--- config.mk ---
export PLATFORM = sky130hd
export DESIGN_NAME = add_serial_16
export DESIGN_NICKNAME = d
export VERILOG_FILES = /design/src/rtl/add_serial_16.sv
export SDC_FILE = /design/constraint.sdc
export NUM_CORES = 1
export LEC_CHECK = 0
export CAP_MARGIN = 20
export CORE_AREA = 4 4 88 90
export CTS_CLUSTER_SIZE = 8
export DETAILED_ROUTE_END_ITERATION = 10
export DIE_AREA = 0 0 92 94
export GPL_ROUTABILITY_DRIVEN = 0
export HOLD_SLACK_MARGIN = 0.08
export PLACE_DENSITY = 0.69
export SLEW_MARGIN = 20
export SYNTH_ARGS = -nofsm -noshare
export SYNTH_HDL_FRONTEND = slang
export SYNTH_SLANG_ARGS = --single-unit
--- constraint.sdc ---
create_clock -name clk -period 2.6 [get_ports clk]
set_input_delay 0.52 -clock clk [delete_from_list [all_inputs] [get_ports clk]]
set_output_delay 0.52 -clock clk [all_outputs]
set_load 0.02 [all_outputs]
--- src/rtl/add_serial_16.sv ---
// add_serial_16 -- nibble-serial adder around one 4-bit ripple-carry slice.
//
// Takes a WIDTH-bit operand pair over a valid/ready handshake. It runs the
// pair through a single 4-bit slice, one nibble per clock and LSB nibble
// first, with the carry held in a register between nibbles. The sum is built
// up in a right-shifting register and returned over a second valid/ready
// handshake. This uses a lot less logic than a full-width ripple chain, at
// the cost of WIDTH/4 cycles of latency.
//
// Parameters:
//   WIDTH      operand/sum width, a multiple of 4 and >= 4 (default 16)
//
// Ports:
//   clk        rising-edge clock
//   rst_n      asynchronous active-low reset
//   in_valid   operand pair presented
//   in_ready   block can accept operands (IDLE)
//   a, b       operands
//   c_in       carry into nibble 0
//   out_valid  result available (DONE)
//   out_ready  consumer accepts result
//   sum        registered sum
//   c_out      carry out of the top nibble
//   ovf        signed overflow, exists only when ADD_SER_OVF_EN is defined
//
// Optional feature macro: ADD_SER_OVF_EN (adds the ovf port and its state).

// One 4-bit ripple-carry slice. It is built from per-bit full adders.
module add4_slice (
  input  logic [3:0] i_a,
  input  logic [3:0] i_b,
  input  logic       i_c,
  output logic [3:0] o_s,
  output logic       o_c
);
  logic [4:0] w_c;
  assign w_c[0] = i_c;

  for (genvar i = 0; i < 4; i++) begin : g_fa
    assign o_s[i]   = i_a[i] ^ i_b[i] ^ w_c[i];
    assign w_c[i+1] = (i_a[i] & i_b[i]) | (w_c[i] & (i_a[i] ^ i_b[i]));
  end

  assign o_c = w_c[4];
endmodule

module add_serial_16 #(
  parameter int WIDTH = 16
) (
  input  logic             clk,
  input  logic             rst_n,
  input  logic             in_valid,
  output logic             in_ready,
  input  logic [WIDTH-1:0] a,
  input  logic [WIDTH-1:0] b,
  input  logic             c_in,
  output logic             out_valid,
  input  logic             out_ready,
  output logic [WIDTH-1:0] sum,
`ifdef ADD_SER_OVF_EN
  output logic             c_out,
  output logic             ovf
`else
  output logic             c_out
`endif
);
  localparam int N  = WIDTH / 4;
  localparam int CW = (N > 1) ? $clog2(N) : 1;
  localparam logic [CW-1:0] LAST = CW'(N - 1);

  if ((WIDTH % 4) != 0 || WIDTH < 4) begin : g_bad_width
    $error("add_serial_16: WIDTH must be a multiple of 4 and at least 4");
  end

  typedef enum logic [1:0] {S_IDLE, S_RUN, S_DONE} state_t;

  state_t           r_state, w_state_nxt;
  logic [WIDTH-1:0] r_a, r_b, r_sum;
  logic [CW-1:0]    r_cnt;
  logic             r_carry, r_cout;
  logic             w_load, w_step, w_last;
  logic [3:0]       w_s;
  logic             w_co;
  logic [WIDTH-1:0] w_sum_nxt;

  add4_slice u_slice (
    .i_a (r_a[3:0]),
    .i_b (r_b[3:0]),
    .i_c (r_carry),
    .o_s (w_s),
    .o_c (w_co)
  );

  // Each new slice result enters at the top of the sum register. After N
  // steps, nibble 0 has been shifted down to the bottom.
  assign w_sum_nxt = (r_sum >> 4) | (WIDTH'(w_s) << (WIDTH - 4));
  assign w_last    = (r_cnt == LAST);

  // State register
  always_ff @(posedge clk or negedge rst_n) begin
    if (!rst_n) r_state <= S_IDLE;
    else        r_state <= w_state_nxt;
  end

  // Next state and handshake outputs. The outputs are decoded from state only.
  always_comb begin
    w_state_nxt = r_state;
    in_ready    = 1'b0;
    out_valid   = 1'b0;
    w_load      = 1'b0;
    w_step      = 1'b0;
    case (r_state)
      S_IDLE: begin
        in_ready = 1'b1;
        if (in_valid) begin
          w_load      = 1'b1;
          w_state_nxt = S_RUN;
        end
      end
      S_RUN: begin
        w_step = 1'b1;
        if (w_last) w_state_nxt = S_DONE;
      end
      S_DONE: begin
        out_valid = 1'b1;
        if (out_ready) w_state_nxt = S_IDLE;
      end
      default: w_state_nxt = S_IDLE;
    endcase
  end

  // Datapath
  always_ff @(posedge clk or negedge rst_n) begin
    if (!rst_n) begin
      r_a     <= '0;
      r_b     <= '0;
      r_sum   <= '0;
      r_cnt   <= '0;
      r_carry <= 1'b0;
      r_cout  <= 1'b0;
    end else if (w_load) begin
      r_a     <= a;
      r_b     <= b;
      r_carry <= c_in;
      r_cnt   <= '0;
    end else if (w_step) begin
      r_a     <= r_a >> 4;
      r_b     <= r_b >> 4;
      r_carry <= w_co;
      r_sum   <= w_sum_nxt;
      r_cnt   <= r_cnt + CW'(1);
      // c_out is captured separately so that it stays at the last result
      // while the running carry register is reloaded for the next operation.
      if (w_last) r_cout <= w_co;
    end
  end

  assign sum   = r_sum;
  assign c_out = r_cout;

`ifdef ADD_SER_OVF_EN
  logic r_amsb, r_bmsb, r_ovf;

  // The operand sign bits are captured at load time because the shift
  // registers lose them. On the last step, w_s[3] is the sum sign bit.
  always_ff @(posedge clk or negedge rst_n) begin
    if (!rst_n) begin
      r_amsb <= 1'b0;
      r_bmsb <= 1'b0;
      r_ovf  <= 1'b0;
    end else if (w_load) begin
      r_amsb <= a[WIDTH-1];
      r_bmsb <= b[WIDTH-1];
    end else if (w_step && w_last) begin
      r_ovf  <= (r_amsb == r_bmsb) && (w_s[3] != r_amsb);
    end
  end

  assign ovf = r_ovf;
`endif
endmodule

==> results of run 1 <==
==> cells in the mapped netlist, types with 2 or more instances <==
master,count,area [um^2]
buf_4,2,15.0
a21oi_1,18,90.1
buf_2,10,50.1
mux2_4,8,120
inv_1,8,30.0
o22ai_1,42,263
nor2_1,5,18.8
nand2b_1,3,18.8
mux2_2,6,67.6
fa_1,4,80.1
nand2_1,8,30.0
clkbuf_1,2,7.51
a22o_1,4,35.0
dfrtp_1,54,1350
a2bb2oi_1,8,70.1
o21ai_0,12,60.1
==> state kept, by name, indices dropped and copies added, names as in the netlist <==
| register | cells |
|---|---|
| r_b | 16 |
| c_out | 1 |
| r_cnt | 2 |
| r_a | 16 |
| r_state | 2 |
| r_carry | 1 |
| sum | 16 |
==> kinds of logic (layout without fill, tap and decap cells) <==
kind of cell | Yosys count | in the layout | share of synthesized area (%)
flops | 54 | 54 | 56.7
mux | 14 | 14 | 7.87
compound gates | 87 | 87 | 22.8
fa+ha+maj | 5 | 5 | 3.88
simple gates | 19 | 19 | 3.73
buf+inv | 25 | 80 | 5.09
==> report_power, final <==
group          internal [mW]  switching [mW]  leakage [nW]
Combinational           1.03           0.951         0.613
Sequential              1.26           0.324         0.652
Clock                  0.214           0.266        0.0472
Total                   2.50            1.54          1.31
==> layout make-up <==
class,count,area (um^2),share of cell area (%)
clock inverters,2,12.5,0.401
multi-input cells,125,912,29.3
well taps,99,124,3.97
flip-flops and latches,54,1350,43.3
clock buffers,6,82.6,2.65
inverters,10,37.5,1.20
repair buffers,62,598,19.2
==> metrics by stage <==
stage	hold slack [ns]	power [mW]	area [um^2]	utilization (%)	setup slack (ns)
3_3_place_gp	0.479	3.53	3020	42.8	0.480
5_1_grt	0.196	4.36	3120	44.2	0.220
4_1_cts	0.187	4.08	3120	44.2	0.331
6_report	0.172	4.04	3120	44.2	0.354
3_5_place_dp	0.486	3.60	3020	42.8	0.462
2_1_floorplan	0.224	2.97	2380	-	0.529
==> metal layers <==
metal  routed length [um]  vias to the layer above
met5                    0                        -
met4                   99                        0
met3                  265                       11
met2                 2610                       53
met1                 2440                      873
li1                     -                      867
==> final timing paths <==
check	depth (start not counted)	slack, ns	endpoint
worst max-delay path	3	0.35	out_valid
worst min-delay path	1	0.17	sum[3]
worst max register to register	8	0.45	sum[15]
worst min register to register	1	0.51	r_b[15]
max in group asynchronous	2	1.79	r_a[0]
min in group clk	1	0.51	r_b[15]
==> worst register-to-register path: stages (launching register included) <==
cell and delay, ns:
dfrtp_1 0.42, fa_1 0.41, inv_1 0.07, fa_1 0.15, inv_1 0.05, fa_1 0.35, inv_1 0.07, fa_1 0.39
o21ai_0 0.16
==> impl_metrics.yaml, run 1 <==
finish:
  layout.nets: 300
  antenna_cells: 0
  post_route_cells_drive_above_1_share_pct: 12.4
  final_cell_mix: "dfrtp_1, clkdlybuf4s50_1, o22ai_1"
  instances_no_fill: 358
  nFillCells: 672
  areaGrowthSynthToFinish_pct: 30.7
clock_network:
  cts_resized: 0
  clk_latency_ns: 0.31
  ctsHoldBuffers: 0
  root_buffer: "clkbuf_8"
  path_clk_slew_ns: 0.09
  h-tree-depth: 2
  cts_made_buffers: 5
  clockBufferDepth: 2
  tritoncts: "yes"
  cts_setup_buffers: 0
  cts_sinks: 54
routing:
  drtAntennaViolNets: 0
  drc: 0
  wl_per_cell_um: 15.1
  routed_wl_um: 5420
  drtPass1Iterations: 4
  routed_via_density: 5.04
  drtIter0Drc: 113
  vias: 1804
placed_design:
  dpl.hpwl_um: 3850
  numPortBuffers: 55
  placed_cells: 350
setup_path:
  r2r_start: "r_a[0]"
  start_kind: "flop"
  critPathMaxStageDelay_ns: 0.62
  cp_top_family: "buffers and inverters"
  path_max_fanout: 13
  cp.required_ns: 2.08
  endpoint_kind: "primary output"
  critical_path_arrival_ns: 1.73
  cp_cell_sequence: "clkinv_1, nor2_1, clkdlybuf4s50_1"
  crit_start: "r_state[1]"
  crit_type: "flop to primary output"
  slowest_stage: "clkdlybuf4s50_1"
  cp_num_buf_inv: 2
outcome:
  status: "completed"
floorplanning:
  ios: 56
  dieArea_um2: 8650
  dieWidth_um: 92
  core_area_um2: 7060
  rows: 31
  die_y_um: 94
  start_util_pct: 33.8
timing:
  fin_crit_sh_pct: 86.4
  fmax_ghz: 0.445
  hold_viol: 0
  period_needed_ns: 2.25
  setup_violations: 0
  max_slew_margin_pct: 64.0
  skew_ns: 0.00529
  rsz0062_at_grt: "false"
  finalMaxSlewViolations: 0
  tightest_slew_ns: 0.539
  setup-tns-final_ns: 0
global_route:
  met1_usage_pct: 16.7
  grt_use_met2_pct: 20.9
  gr-total-overflow: 0
  grt_pass1_wl_um: 8830
  grt_max_degree: 36
  met3_usage_pct: 4.09
  grt-busiest-layer: "met2"
  grt_pass1_vias: 1799
  track_usage_pct: 13.1
  antenna_found_initial: 0
synthesis:
  ys_types: 26
  synth_edf_count: 0
  syn_nets: 246
  async_reset_ff_share_pct: 100
  yosys_warnings: 0
  synth_cells: 204
  ys_seq_elements: 54
  syn_avg_cell_area_um2: 11.7
  dominantRegCellSynth: "dfrtp_1"
  netlist_area_um2: 2380
  yosysSeqAreaShare_pct: 56.7
pwr:
  ir_drop_v: 0.000385
  p_leak_nw: 1.31
  powerDensity_nw_per_um2: 1300
flow_run:
  drv_cap: 0
hold_path:
  hp-class: "input port to async pin"
Power figures use the tool's default switching activity.
==> inputs of run 2 (changes only) <==
--- a/config.mk
+++ b/config.mk
@@ -12,7 +12,7 @@
 export DIE_AREA = 0 0 92 94
 export GPL_ROUTABILITY_DRIVEN = 0
 export HOLD_SLACK_MARGIN = 0.08
-export PLACE_DENSITY = 0.69
+export PLACE_DENSITY = 0.61
 export SLEW_MARGIN = 20
 export SYNTH_ARGS = -nofsm -noshare
 export SYNTH_HDL_FRONTEND = slang
==> constraint.sdc (replaced) <==
create_clock -name clk -period 2.6 [get_ports clk]
set_input_delay 0.26 -clock clk [delete_from_list [all_inputs] [get_ports clk]]
set_output_delay 0.26 -clock clk [all_outputs]
set_load 0.02 [all_outputs]
==> run 2 against run 1 <==
  * Clock skew rose by 0.0016 ns
  * Non-clock buffer count fell by 1
  * Die area did not move
  * Global-route usage rose by 0.46 points
  * Count of clock-buffer cells in the layout did not move
==> impl_metrics.yaml, run 2 (synthesis results as in run 1) <==
clock_network:
  ctsHoldBuffers: 1
  cts_made_buffers: 5
  h-tree-depth: 2
  clk_latency_ns: 0.30
  cts_sinks: 54
  root_buffer: "clkbuf_8"
  cts_setup_buffers: 0
  cts_resized: 0
  path_clk_slew_ns: 0.10
  tritoncts: "yes"
  clockBufferDepth: 2
finish:
  post_route_cells_drive_above_1_share_pct: 11.6
  regArea_um2: 1350
  multiInputGateArea_um2: 912
  layout.nets: 299
  final_cell_mix: "dfrtp_1, clkdlybuf4s50_1, o22ai_1"
  nFillCells: 682
  antenna_cells: 0
  instances_no_fill: 357
  areaGrowthSynthToFinish_pct: 32.5
outcome:
  status: "completed"
global_route:
  gr-total-overflow: 0
  track_usage_pct: 13.5
  antenna_found_initial: 0
  grt_pass1_wl_um: 9320
  grt_max_degree: 36
  grt_pass1_vias: 1855
setup_path:
  rr_worst_depth: 8
  endpoint_kind: "flop"
  critical_path_arrival_ns: 2.40
  crit_type: "flop to flop"
  cp.required_ns: 2.83
  start_kind: "flop"
  path_max_fanout: 3
placed_design:
  numPortBuffers: 55
  dpl.hpwl_um: 3750
  placed_cells: 348
pwr:
  p_int_mw: 2.69
  ir_drop_v: 0.000448
  seqPwrFrac_pct: 37.4
  sw_frac_of_total_pct: 36.9
  powerDensity_nw_per_um2: 1350
  p_leak_nw: 1.33
  p_clk_share_pct: 16.0
  power.switching_mw: 1.57
  combPwrFrac_pct: 46.6
timing:
  skew_ns: 0.00685
  period_needed_ns: 2.17
  rsz0062_at_grt: "false"
  hold_viol: 0
  setup_violations: 0
  setup-tns-final_ns: 0
  max_slew_margin_pct: 46.6
  fin_crit_sh_pct: 83.4
  finalMaxSlewViolations: 0
  fmax_ghz: 0.461
  tightest_slew_ns: 0.801
floorplanning:
  rows: 31
  ios: 56
  die_y_um: 94
  dieWidth_um: 92
  dieArea_um2: 8650
  core_area_um2: 7060
  start_util_pct: 33.8
routing:
  vias: 1839
  routed_wl_um: 5600
  routed_via_density: 5.15
  drtAntennaViolNets: 0
  drc: 0
  drtPass1Iterations: 4
  drtIter0Drc: 103
  wl_per_cell_um: 15.7
flow_run:
  drv_cap: 0
hold_path:
  hp-class: "input port to async pin"
-- run 2: cell types whose count changed in the layout (fill, tap and decap cells not counted), sizes merged --
cell         delta
clkinv          -1
buf             -2
clkinvlp        -1
dlygate4sd3     +1
bufinv          +2
-- run 2: cell type report --
cell class | count | share of cell area [%]
flip-flops and latches | 54 | 42.8
multi-input cells | 125 | 28.9
repair buffers | 61 | 18.8
well taps | 99 | 3.92
clock buffers | 6 | 2.61
clock inverters | 2 | 1.90
inverters | 10 | 1.19
-- run 2: worst max-delay path, cell delays in order, from the launching register on --
cell	delay (ns)
dfrtp_1	0.43
fa_1	0.42
inv_1	0.07
fa_1	0.15
inv_1	0.05
fa_1	0.34
inv_1	0.07
fa_1	0.40
o21ai_0	0.16
-- run 2: final timing paths --
| check | startpoint | end | slack, ns |
|---|---|---|---|
| hold / removal | rst_n | r_a[9] | 0.48 |
| min in group clk | c_out | c_out | 0.49 |
| setup / recovery | r_a[0] | sum[15] | 0.43 |
| setup reg to reg | r_a[0] | sum[15] | 0.43 |
| max in group asynchronous | rst_n | r_b[3] | 1.49 |
| hold reg to reg | c_out | c_out | 0.49 |
-- run 2: metal layers --
metal	part of all wire [%]	track usage, %	vias up
met5	0	0	-
met4	1.6	4.46	0
met3	4.7	3.04	8
met2	46	21.6	54
met1	48	18.2	911
li1	-	-	866
-- run 2: power groups by stage --
stage	sequential (mW)	combinational (mW)	clock, mW
final	1.59	1.99	0.683
after global routing	1.66	2.20	0.739
after CTS	1.59	2.01	0.697
after detailed placement	1.61	2.00	0
after global placement	1.59	1.95	0
after floorplan	1.66	1.31	0
-- run 2: per-stage QoR --
stage	hold slack [ns]	util, %	instance area (um^2)	total power, mW	worst slack (ns)
after floorplan	-0.0356	-	2380	2.97	0.529
after global placement	0.277	42.6	3010	3.55	0.480
after detailed placement	0.274	42.6	3010	3.61	0.444
after CTS	0.488	44.8	3160	4.30	0.423
after global routing	0.507	44.8	3160	4.60	0.263
final	0.480	44.8	3160	4.26	0.432
